--- src/rtl/bus_word_serializer.sv ---
// rtl/bus_word_serializer.sv - word FIFO feeding an MSB-first beat serializer
module bus_word_serializer #(
    parameter int IN_W  = 24,
    parameter int OUT_W = 8,
    parameter int DEPTH = 4,
    parameter int CNT_W = 16
) (
    input  logic                     clk,
    input  logic                     RSTn,
    input  logic                     master_valid,
    output logic                     bus_ready,
    input  logic [IN_W-1:0]          master_data,
    output logic                     slave_valid,
    input  logic                     slave_ready,
    output logic [OUT_W-1:0]         slave_data,
    output logic                     slave_last,
    output logic [$clog2(DEPTH):0]   fifo_level,
    output logic [CNT_W-1:0]         word_cnt
);
    localparam int NB = IN_W / OUT_W;
    localparam int PW = $clog2(DEPTH);
    localparam int LW = PW + 1;
    localparam int BW = (NB > 1) ? $clog2(NB) : 1;

    typedef enum logic {
        IDLE = 1'b0,
        SEND = 1'b1
    } state_t;

    state_t          state, state_n;
    logic [IN_W-1:0] mem [DEPTH];
    logic [PW-1:0]   wr_ptr, rd_ptr;
    logic [LW-1:0]   level;
    logic [IN_W-1:0] sh, sh_n;
    logic [BW-1:0]   bcnt, bcnt_n;
    logic            push, load, beat, done;

    assign bus_ready   = (level != LW'(DEPTH));
    assign push        = master_valid & bus_ready;
    assign slave_valid = (state == SEND);
    assign slave_last  = slave_valid & (bcnt == BW'(NB - 1));
    assign slave_data  = sh[IN_W-1 -: OUT_W];
    assign fifo_level  = level;
    assign beat        = slave_valid & slave_ready;
    assign done        = beat & slave_last;
    // Reload on the last-beat handshake so consecutive words leave no bubble.
    assign load        = (level != '0) & (!slave_valid | done);

    always_ff @(posedge clk) begin
        if (push) begin
            mem[wr_ptr] <= master_data;
        end
    end

    always_ff @(posedge clk or negedge RSTn) begin
        if (!RSTn) begin
            wr_ptr <= '0;
            rd_ptr <= '0;
            level  <= '0;
        end else begin
            if (push) begin
                wr_ptr <= wr_ptr + PW'(1);
            end
            if (load) begin
                rd_ptr <= rd_ptr + PW'(1);
            end
            case ({push, load})
                2'b10:   level <= level + LW'(1);
                2'b01:   level <= level - LW'(1);
                default: level <= level;
            endcase
        end
    end

    always_comb begin
        state_n = state;
        sh_n    = sh;
        bcnt_n  = bcnt;
        case (state)
            IDLE: begin
                if (load) begin
                    state_n = SEND;
                    sh_n    = mem[rd_ptr];
                    bcnt_n  = '0;
                end
            end
            SEND: begin
                if (load) begin
                    sh_n   = mem[rd_ptr];
                    bcnt_n = '0;
                end else if (done) begin
                    state_n = IDLE;
                end else if (beat) begin
                    sh_n   = sh << OUT_W;
                    bcnt_n = bcnt + BW'(1);
                end
            end
            default: state_n = IDLE;
        endcase
    end

    always_ff @(posedge clk or negedge RSTn) begin
        if (!RSTn) begin
            state    <= IDLE;
            sh       <= '0;
            bcnt     <= '0;
            word_cnt <= '0;
        end else begin
            state <= state_n;
            sh    <= sh_n;
            bcnt  <= bcnt_n;
            if (done) begin
                word_cnt <= word_cnt + CNT_W'(1);
            end
        end
    end
endmodule

--- config.mk ---
export PLATFORM = sky130hd
export DESIGN_NAME = bus_word_serializer
export DESIGN_NICKNAME = d
export VERILOG_FILES = /design/src/rtl/bus_word_serializer.sv
export SDC_FILE = /design/constraint.sdc
export NUM_CORES = 1
export LEC_CHECK = 0
export ABC_AREA = 1
export CAP_MARGIN = 10
export CORE_AREA = 2 2 103 105
export CTS_CLUSTER_DIAMETER = 30
export DETAILED_ROUTE_END_ITERATION = 10
export DIE_AREA = 0 0 105 107
export DONT_BUFFER_PORTS = 1
export PLACE_DENSITY = 0.77
export SYNTH_ARGS = -nofsm -noshare
export SYNTH_HDL_FRONTEND = slang
export SYNTH_SLANG_ARGS = --single-unit
export TNS_END_PERCENT = 20
--- constraint.sdc ---
create_clock -name clk -period 3 [get_ports clk]
set_input_delay 0.6 -clock clk [delete_from_list [all_inputs] [get_ports clk]]
set_output_delay 0.6 -clock clk [all_outputs]
set_load 0.02 [all_outputs]
==> flow_metrics.env <==
export IMPL_clockBufferDepth=2
export IMPL_yosys_cell_count_top_type="nand2_1"
export IMPL_timing_max_cap_violations=0
export IMPL_rsz0062_at_grt="no"
export IMPL_setup_viol_count_final=0
export IMPL_gpl_final_weighted_congestion=0.827
export IMPL_port_buffers=0
export IMPL_initial_utilization_pct=61.4
export IMPL_worstMarginPinSlew_ns=0.886
export IMPL_grt_pass1_wl_mm=19.4
export IMPL_drt_drc_violations_left=0
export IMPL_design_final_nets=607
export IMPL_flow_area_growth_from_synthesis_pct=11.8
export IMPL_detail_route_vias_per_cell=5.55
export IMPL_grt_pass1_vias=4061
export IMPL_worstHoldPathType="primary input to flop"
export IMPL_timing_fmax_mhz=401
export IMPL_postSynth_asyncResetShare_pct=34.2
export IMPL_grt_met3_usage_pct=7.42
export IMPL_ant_nets=0
export IMPL_synth_top_family_by_area="simple AND/OR/NAND/NOR gates"
export IMPL_grt_start_max_net_pins=51
export IMPL_outcome="completed"
export IMPL_worstSetupEndpointType="flop"
export IMPL_detail_route_wirelength_mm=12.1
export IMPL_grt_met1_usage_pct=26.5
export IMPL_critPathLaunchType="flop"
export IMPL_drt_pass1_iterations=5
export IMPL_clkTransAtPathRegs_ns=0.06
export IMPL_synth_ff_type="edfxtp_1"
export IMPL_post_synth_fa_ha_maj_area_fraction_pct=1.74
export IMPL_synthesis_area_per_instance_um2=10.8
export IMPL_antenna_found_initial=0
export IMPL_ffs_latches_synth=146
export IMPL_finalHoldViolCount=0
export IMPL_placement_setup_worst_slack_ns=0.537
export IMPL_worstPathArrival_ns=2.89
export IMPL_cts_max_level=4
export IMPL_layout_min_cycle_time_ns=2.49
export IMPL_overflow=0
export IMPL_synthesized_area_um2=6190
export IMPL_n_antenna_cell=0
export IMPL_post_synth_mux_area_share_pct=0
export IMPL_chipHeight_um=107
export IMPL_cts_buffers=17
export IMPL_io_pins=58
export IMPL_slew_headroom_pct=40.9
export IMPL_synth_enable_flop_cells=96
export IMPL_synth_distinct_cells=30
export IMPL_place_detailed_hpwl_mm=7.47
export IMPL_synth_compound_area_share_pct=4.91
export IMPL_netlist_instances=573
export IMPL_tcrit_tclk_final_pct=83.0
export IMPL_setup_tns_final_ns=0
export IMPL_cts_root_buf="clkbuf_8"
export IMPL_crit_required_ns=3.40
export IMPL_finalMaxSlewViolations=0
export IMPL_std_cell_rows=37
export IMPL_post_synth_top_area_fraction_pct=46.6
export IMPL_grt_total_usage_pct=22.9
export IMPL_core_area_um2=10100
export IMPL_clock_skew_final_ns=0.00792
export IMPL_postLayoutCoreUtil_pct=68.6
export IMPL_clkLatencyLatePin_ns=0.53
export IMPL_fraction_of_layout_cells_with_a_size_suffix_above_1_pct=8.56
export IMPL_synth_simple_gate_area_share_pct=18.2
export IMPL_power_density_nw_per_um2=1030
export IMPL_gr_usage_met2_pct=39.4
export IMPL_synth_top_area_cells="edfxtp_1 (47%), dfrtp_1 (20%), nand2_1 (8.4%)"
export IMPL_yosys_area_share_xor_xnor_pct=1.84
export IMPL_number_of_inserted_filler_cells_in_the_final_layout=734
export IMPL_synth_warnings=0
export IMPL_globalRoute_busiestLayer="met2"
export IMPL_syn_nets=609
export IMPL_worst_slack_ns=0.509
export IMPL_via_count=3998
export IMPL_timing_hold_ws_ns=0.161
export IMPL_cts_tree="done"
export IMPL_yosys_area_top_type="edfxtp_1"
export IMPL_synth_seq_area_share_pct=66.8
export IMPL_synthTopCellsByCount="nand2_1 (139), edfxtp_1 (96), nand3_1 (71)"
export IMPL_dieArea_um2=11200
export IMPL_cts_sink_count=146
export IMPL_path_max_fanout=19
export IMPL_floorplan_die_width_um=105
export IMPL_power_leakage_nw=2.84
export IMPL_worst_setup_path_type="flop to flop"
export IMPL_wl_per_cell_um=16.8
export IMPL_irDropWorstVdd_mv=0.560
export IMPL_drtIter0Drc=453
==> layout make-up <==
type / count / area, um^2 / area share (%)
flip-flops and latches: 146 / 4130 / 59.7
multi-input cells: 338 / 1660 / 24.0
clock buffers: 20 / 435 / 6.29
inverters: 58 / 218 / 3.15
clock inverters: 12 / 205 / 2.97
well taps: 136 / 170 / 2.46
repair buffers: 10 / 97.6 / 1.41
==> through the flow <==
stage | instances | area, um^2 | power, mW
finish | 720 | 6920 | 7.14
global route | 720 | 6920 | 7.52
CTS | 720 | 6920 | 7.16
detailed placement | 686 | 6240 | 4.87
global placement | 686 | 6240 | 4.77
floorplan | 573 | 6190 | 4.45
==> final timing paths <==
kind                                      from                         to  slack (ns)  cells after the start
setup / recovery           bcnt[0]$_DFFE_PN0P_  fifo_level[2]$_DFFE_PN0P_        0.51                     12
setup reg to reg           bcnt[0]$_DFFE_PN0P_  fifo_level[2]$_DFFE_PN0P_        0.51                     12
hold reg to reg            bcnt[1]$_DFFE_PN0P_        bcnt[1]$_DFFE_PN0P_        0.53                      2
hold / removal                  master_data[5]        mem[0][5]$_DFFE_PP_        0.16                      0
max in group asynchronous                 RSTn    word_cnt[9]$_DFFE_PN0P_        2.19                      2
min in group asynchronous                 RSTn    word_cnt[3]$_DFFE_PN0P_        0.57                      2
==> repair_timing <==
| item | CTS | global route |
|---|---|---|
| hold buffers | 2 | 0 |
| endpoints found under the hold margin | 50 | 0 |
| setup buffers | 0 | 0 |
| resized for setup | 0 | 0 |
==> flip-flops by register name, indices dropped and copies added (netlist names) <==
| signal | count |
|---|---|
| word_cnt | 16 |
| mem | 96 |
| fifo_level | 3 |
| bcnt | 2 |
| wr_ptr | 2 |
| rd_ptr | 2 |
| slave_valid | 1 |
| sh | 24 |
==> worst max-delay path: stages, from the launching register on <==
cell and delay (ns):
dfrtp_1 0.36, inv_1 0.09, ha_1 0.19, nand3_2 0.15, nand2_2 0.18, nand2_4 0.16, clkinv_1 0.21, ha_1 0.17
inv_1 0.06, fa_1 0.37, a21oi_1 0.15, o21ai_0 0.12, xor2_1 0.15
==> cells in the final DEF, fill, tap and decap left out, drive strengths merged <==
cell type / instances
nand2: 142
nor2: 36
xor2: 8
nor3: 4
o22ai: 8
inv: 59
clkbuf: 20
a21oi: 2
nand4: 7
dlygate4sd3: 1
nand3: 72
bufinv: 5
clkinvlp: 1
o21ai: 45
ha: 7
xnor2: 5
a21boi: 1
edfxtp: 96
clkinv: 5
buf: 9
dfrtp: 50
fa: 1
==> metal layers <==
metal | vias up | wire [um]
li1 | 1909 | -
met1 | 1940 | 4960
met2 | 128 | 6160
met3 | 21 | 781
met4 | 0 | 229
met5 | - | 0
==> report_power, final <==
group | internal (mW) | switching [mW]
logic | 0.560 | 1.33
registers | 2.66 | 0.331
clock network | 1.46 | 0.804
==> kinds of logic (layout without fill, tap and decap cells) <==
logic type,after synthesis,after routing
simple gates,261,261
xor+xnor,13,13
buf+inv,89,100
compound gates,56,56
flops,146,146
fa+ha+maj,8,8
Note: power is estimated with default switching activity, not from simulation.
